--- src/rtl/key_conditioner.sv ---
`default_nettype none
// ============================================================================
//  Module   : key_conditioner
//  Purpose  : Conditions raw board push-buttons for downstream lab blocks.
//             Per key: two-flop synchroniser, polarity normalisation,
//             counter-based debounce, and one-cycle press/release pulses.
//  Ports    : clkI        - system clock, all logic on rising edge
//             rstI        - synchronous active-high reset
//             keyI        - raw asynchronous button pins (N_KEYS)
//             keyLevelO   - debounced level, 1 = pressed (N_KEYS)
//             keyPressO   - one-cycle pulse on accepted press / auto-repeat
//             keyReleaseO - one-cycle pulse on accepted release
//             anyPressO   - OR of keyPressO
//  Options  : define KEY_REPEAT_EN to add per-key hold-to-repeat press pulses
//             (REPEAT_DELAY to the first repeat, REPEAT_PERIOD thereafter).
//  Revision : 1.0 - initial release
// ============================================================================

module key_conditioner #(
   parameter int N_KEYS          = 4,
   parameter int DEBOUNCE_CYCLES = 1000000,
   parameter int KEY_ACTIVE_LOW  = 1,
   parameter int REPEAT_DELAY    = 25000000,
   parameter int REPEAT_PERIOD   = 5000000
) (
   input  logic              clkI,
   input  logic              rstI,
   input  logic [N_KEYS-1:0] keyI,
   output logic [N_KEYS-1:0] keyLevelO,
   output logic [N_KEYS-1:0] keyPressO,
   output logic [N_KEYS-1:0] keyReleaseO,
   output logic              anyPressO
);

   // Debounce counter only has to reach DEBOUNCE_CYCLES-1.
   localparam int CNT_W = $clog2(DEBOUNCE_CYCLES);
   localparam logic [CNT_W-1:0] CNT_MAX = CNT_W'(DEBOUNCE_CYCLES - 1);

   // Pin level of an idle (released) button; the synchroniser resets to it
   // so that leaving reset never looks like an edge.
   localparam logic RELEASED_LVL = (KEY_ACTIVE_LOW != 0) ? 1'b1 : 1'b0;

`ifdef KEY_REPEAT_EN
   localparam int HOLD_MAX = (REPEAT_DELAY > REPEAT_PERIOD) ? REPEAT_DELAY : REPEAT_PERIOD;
   localparam int HOLD_W   = $clog2(HOLD_MAX) + 1;
   localparam logic [HOLD_W-1:0] HOLD_DLY_END = HOLD_W'(REPEAT_DELAY - 1);
   localparam logic [HOLD_W-1:0] HOLD_PER_END = HOLD_W'(REPEAT_PERIOD - 1);
`endif

   // Elaboration-time guard against illegal configurations.
   generate
      if (DEBOUNCE_CYCLES < 2 || REPEAT_DELAY < 1 || REPEAT_PERIOD < 1) begin : g_bad_param
         $error("key_conditioner: illegal DEBOUNCE_CYCLES/REPEAT_DELAY/REPEAT_PERIOD");
      end
   endgenerate

   genvar gi;
   generate
      for (gi = 0; gi < N_KEYS; gi++) begin : g_key
         logic             sync1_q;
         logic             sync2_q;
         logic             raw;
         logic             differ;
         logic             accept;
         logic             release_acc;
         logic             rep_fire;
         logic             stable_q, stable_d;
         logic [CNT_W-1:0] cnt_q, cnt_d;
         logic             press_q, press_d;
         logic             rel_q, rel_d;

         // Normalise after the second flop: raw = 1 means pressed.
         assign raw    = sync2_q ^ RELEASED_LVL;
         assign differ = raw ^ stable_q;

         // A new level is accepted on the edge where it has disagreed with
         // the stable level for DEBOUNCE_CYCLES consecutive samples.
         assign accept      = differ && (cnt_q == CNT_MAX);
         assign release_acc = accept && !raw;

         always_comb begin
            cnt_d    = '0;
            stable_d = stable_q;
            if (accept) begin
               stable_d = raw;
            end else if (differ) begin
               cnt_d = cnt_q + 1'b1;
            end
            // Any sample matching stable clears cnt: glitches get no credit.
         end

`ifdef KEY_REPEAT_EN
         logic [HOLD_W-1:0] hold_q, hold_d;
         logic              rep_phase_q, rep_phase_d;

         // rep_phase_q = 0 while waiting for the first repeat (REPEAT_DELAY),
         // 1 while producing periodic repeats (REPEAT_PERIOD). The counter
         // restarts at each repeat so it never exceeds the larger interval.
         always_comb begin
            hold_d      = '0;
            rep_phase_d = 1'b0;
            rep_fire    = 1'b0;
            if (stable_q && !release_acc) begin
               if ((!rep_phase_q && hold_q == HOLD_DLY_END) ||
                   ( rep_phase_q && hold_q == HOLD_PER_END)) begin
                  rep_fire    = 1'b1;
                  hold_d      = '0;
                  rep_phase_d = 1'b1;
               end else begin
                  hold_d      = hold_q + 1'b1;
                  rep_phase_d = rep_phase_q;
               end
            end
         end

         always_ff @(posedge clkI) begin
            if (rstI) begin
               hold_q      <= '0;
               rep_phase_q <= 1'b0;
            end else begin
               hold_q      <= hold_d;
               rep_phase_q <= rep_phase_d;
            end
         end
`else
         assign rep_fire = 1'b0;
`endif

         // Press acceptance needs stable_q = 0 while a repeat needs
         // stable_q = 1, so the two sources never collide.
         assign press_d = (accept && raw) || rep_fire;
         assign rel_d   = release_acc;

         always_ff @(posedge clkI) begin
            if (rstI) begin
               sync1_q  <= RELEASED_LVL;
               sync2_q  <= RELEASED_LVL;
               stable_q <= 1'b0;
               cnt_q    <= '0;
               press_q  <= 1'b0;
               rel_q    <= 1'b0;
            end else begin
               sync1_q  <= keyI[gi];
               sync2_q  <= sync1_q;
               stable_q <= stable_d;
               cnt_q    <= cnt_d;
               press_q  <= press_d;
               rel_q    <= rel_d;
            end
         end

         assign keyLevelO[gi]   = stable_q;
         assign keyPressO[gi]   = press_q;
         assign keyReleaseO[gi] = rel_q;
      end
   endgenerate

   assign anyPressO = |keyPressO;

endmodule

`default_nettype wire
--- config.mk ---
export PLATFORM = sky130hd
export DESIGN_NAME = key_conditioner
export DESIGN_NICKNAME = d
export VERILOG_FILES = /design/src/rtl/key_conditioner.sv
export SDC_FILE = /design/constraint.sdc
export NUM_CORES = 1
export LEC_CHECK = 0
export ABC_AREA = 1
export BUFFER_PORTS_ARGS = -buffer_cell sky130_fd_sc_hd__buf_2
export CAP_MARGIN = 20
export CORE_MARGIN = 2
export CORE_UTILIZATION = 47
export CTS_CLUSTER_SIZE = 16
export DETAILED_ROUTE_END_ITERATION = 16
export GPL_TIMING_DRIVEN = 0
export PLACE_DENSITY_LB_ADDON = 0.15
export SYNTH_ARGS = -nofsm -noshare
export SYNTH_HDL_FRONTEND = slang
export SYNTH_SLANG_ARGS = --single-unit
--- constraint.sdc ---
create_clock -name clkI -period 1.7 [get_ports clkI]
set_input_delay 0.085 -clock clkI [delete_from_list [all_inputs] [get_ports clkI]]
set_output_delay 0.085 -clock clkI [all_outputs]
set_load 0.02 [all_outputs]
* After elaboration in Yosys (flattened, before gate mapping)
Cells that the tools add are included.
Storage, ports and cells: word-level logic and storage cells 61, output and inout bits 13, input bits 6, bits in registers 100
Operators by class: bitwise logic cells 12, reductions and logical operators 17, add/sub/neg operators 4, equal/unequal tests 4
Operators by type and width (number):
- $add A20 B1 Y20 const B | 4
- $eq A20 B20 Y1 const B | 4
- $logic_and A1 B1 Y1 | 12
- $reduce_or A3 Y1 | 4
- $not A1 Y1 | 8
- $reduce_or A4 Y1 | 1
- $xor A1 B1 Y1 | 4

* Logic depth before layout (Yosys ltp)
depth in word-level cells 4, depth in mapped cells 8, gate-level depth less buffers 8

* Worst setup path before layout
No wires, ideal clock.
path type flip-flop to flip-flop, start register g_key[3].cnt_q[0], end register g_key[3].cnt_q[11], setup time 0.115 ns, setup slack 0.310 ns, buffers on the path 1, period minus slack after synthesis 1.390 ns, required time 1.585 ns, stages on the path, launching flop included 8, arrival 1.276 ns, path through dfxtp_1 > ha_1 > nand3_4 > nor2_2 > nand3_1 > nand3_2 > buf_6 > nor2_2
On the way: cells in the longest elaborated chain, start to end 3, elaborated cells between the ends (all ways) 4, classes of those cells add/sub (1); eq/ne (1); reduce/logical (2)
RTL lines:
- start, declared | line 68 | logic [CNT_W-1:0] cnt_q, cnt_d;
- start signal, assigned | line 146 | cnt_q <= cnt_d;
- parallel branches: the longest is 3 deep, another holds $add A20 B1 Y20
Several ways; the timed one is not identified. A chain may end at the register's enable or synchronous reset.

* Final worst setup path
start register g_key[3].cnt_q[0], end register g_key[3].cnt_q[14]
Same word-level chain as after synthesis.

==> results.py <==
metrics = {
    "logic_synthesis": {
        "synth.distinct_cells": 33,
        "ys_seq_area_share_pct": 38.96,
        "synth_warnings": 0,
        "syn_nets": 746,
        "avgSynthCellArea_sq_um": 6.982,
        "synthCells": 736,
        "syn-cell-area_sq_um": 5139,
        "ys_seq_elements": 100,
    },
    "timing": {
        "rsz0062_at_grt": "no",
        "fin_ws_ns": 0.1268,
        "tns_ns": 0,
        "slew_headroom_pct": 77.06,
        "fin_crit_ns": 1.573,
        "min_period_over_period_pct": 92.54,
        "setup_viol": 0,
        "worstMarginPinSlew_ns": 0.3441,
        "finalHoldViolations": 0,
        "max_freq_ghz": 0.6356,
        "skew_ns": 0.01236,
        "final_max_slew_viol_count": 0,
    },
    "clocking": {
        "cts_setup_buffers": 0,
        "htreeDepth": 3,
        "cts_tree": "done",
        "ctsLongestPathBuffers": 2,
        "cts_num_sinks": 100,
        "cts_root_buffer": "clkbuf_8",
        "path_clk_slew_ns": 0.09,
        "numCtsBuffers": 9,
        "clk_latency_ns": 0.39,
    },
    "power_and_ir_drop": {
        "p_leak_nw": 1.872,
        "total_power_w": 0.004242,
        "ir_worst_vdd_mv": 0.5508,
        "p_per_area_nw_per_um2": 746.2,
    },
    "placed_design": {
        "pre_cts_ws_ns": 0.1345,
        "placed_cell_area_sq_um": 5404,
        "io_buffers": 18,
        "dpl.hpwl_mm": 8.032,
        "gp_congestion": 0.8914,
    },
    "worst_hold_path": {
        "hold_class": "input pin to flip-flop",
    },
    "global_routing": {
        "grt_max_degree": 16,
        "grt_pass1_wl_mm": 18.75,
        "grt_antenna_before_repair": 0,
        "gr-usage-all-layers_pct": 20.16,
        "grt_pass1_vias": 4296,
        "overflow": 0,
    },
    "die": {
        "core_sq_um": 10750,
        "start_util_pct": 47.82,
        "fp.dieW_microns": 108.6,
        "rows": 38,
        "die_h_microns": 108.6,
        "dieArea_sq_um": 11790,
        "pin_count": 19,
    },
    "routing": {
        "ant_nets": 0,
        "routed_wl_mm": 10.58,
        "vias": 4397,
        "drtIter0Drc": 180,
        "viasPerCell": 4.816,
        "drt-pass1-iter-count": 4,
        "post_drt_wl_per_cell_microns": 11.58,
        "drc": 0,
    },
    "layout": {
        "antenna_cells": 0,
        "fill_cells": 1091,
        "syn_to_final_growth_pct": 10.62,
        "fin_area_sq_um": 5684,
        "drive_gt1_share_pct": 15.91,
        "finalCoreUtilization_pct": 52.90,
        "fin_nets": 779,
    },
    "setup_path": {
        "critPathArrivalTime_ns": 1.85,
        "cp_max_fo": 10,
        "crit_type": "flip-flop to flip-flop",
        "cp-end-kind": "flip-flop",
        "worstPathRequired_ns": 1.98,
        "critPathLaunchType": "flip-flop",
    },
    "run": {
        "maxCapViolations": 0,
    },
    "outcome": {
        "outcome": "finished, final reports clean",
    },
}
==> cell usage after synthesis (all sizes together) <==
cell,number,share of area [%]
ha,4,0.97
and3,1,0.12
nor2,193,16
nor3,12,1.4
nand4,17,2.1
or2,14,1.7
nand3,58,6.4
clkbuf,1,0.073
buf,21,3.0
inv,70,5.1
xor2,30,5.1
a21oi,23,2.8
or4,1,0.15
o21ai,3,0.29
nand3b,2,0.29
nand2,166,12
and2,1,0.12
o21bai,1,0.15
xnor2,18,3.1
dfxtp,100,39
==> power by group <==
group | switching [W] | total (W) | internal [W]
clock network | 0.000809 | 0.00181 | 0.00100
registers | 0.00000853 | 0.00236 | 0.00235
logic | 0.0000398 | 0.0000687 | 0.0000289
==> kinds of logic after synthesis <==
family | after synthesis | synth area share (%)
AO/OA/AOI/OAI | 27 | 3.190
buffers and inverters | 92 | 8.157
XOR/XNOR | 48 | 8.181
flip-flops | 100 | 38.96
adder cells (fa/ha/maj) | 4 | 0.9740
AND/OR/NAND/NOR | 465 | 40.54
==> repair_timing <==
| item | in CTS | in global routing |
|---|---|---|
| endpoints found under the setup margin | 0 | 3 |
| gates resized for setup | 0 | 1 |
| hold buffers | 4 | 0 |
| hold endpoints to repair | 4 | 0 |
==> metal layers <==
layer  vias to the layer above  part of all wire (%)  wire length (microns)  global-route usage [%]
met3                        17                   3.8                    397                   5.847
met2                        63                    45                   4812                   33.21
met4                         0                   1.4                    151                   6.502
met1                      1976                    49                   5215                   25.34
li1                       2341                     -                      -                       -
met5                         -                     0                      0                       0
==> per-stage QoR <==
step / hold WS [ns] / instances
after CTS: 0.04821 / 913
after global routing: 0.07281 / 913
after floorplan: 0.1888 / 736
after global placement: 0.2716 / 894
final: 0.06854 / 913
after detailed placement: 0.2725 / 894
==> sequential cells by signal (all words and copies together) (netlist names) <==
signal and flops:
g_key.press_q 4, g_key.stable_q 4, g_key.cnt_q 80, g_key.sync2_q 4, g_key.sync1_q 4, g_key.rel_q 4
==> cell usage in the layout, fill, tap and decap left out, types with 3 or more instances in the layout <==
cell type,instances
inv_2,5
clkbuf_8,10
nor2_2,29
dlygate4sd3_1,4
xnor2_1,18
a21oi_1,16
dfxtp_1,100
or2_2,12
nand2_2,5
nand3_2,5
ha_1,3
nor3_1,11
nand3_1,52
a21oi_2,7
nor2_4,3
nand2_1,161
inv_1,65
xor2_1,30
buf_4,14
bufinv_16,3
nand4_1,17
buf_2,23
nor2_1,161
==> cell type report <==
class / instances / area [sq um] / share of cell area (%)
Multi-Input combinational cell: 544 / 2720 / 47.85
Sequential cell: 100 / 2002 / 35.22
Inverter: 70 / 262.8 / 4.622
Tap cell: 140 / 175.2 / 3.082
Buffer: 22 / 156.4 / 2.751
Clock buffer: 10 / 137.6 / 2.421
Timing Repair Buffer: 22 / 130.1 / 2.289
Clock inverter: 5 / 100.1 / 1.761
==> worst max-delay path: stages, from the launching register on <==
cell and delay (ns):
dfxtp_1 0.46, ha_1 0.27, nand3_4 0.13, nor2_2 0.17
nand3_1 0.10, nand3_2 0.10, buf_6 0.18, nor2_2 0.05
==> final timing paths <==
path	slack, ns	end	startpoint	cells past startpoint
max	0.13	g_key[3].cnt_q[14]	g_key[3].cnt_q[0]	7
max reg2reg	0.13	g_key[3].cnt_q[14]	g_key[3].cnt_q[0]	7
min	0.07	g_key[2].press_q	rstI	4
min reg2reg	0.41	g_key[1].sync2_q	g_key[1].sync1_q	1
Power figures use the tool's default switching activity.
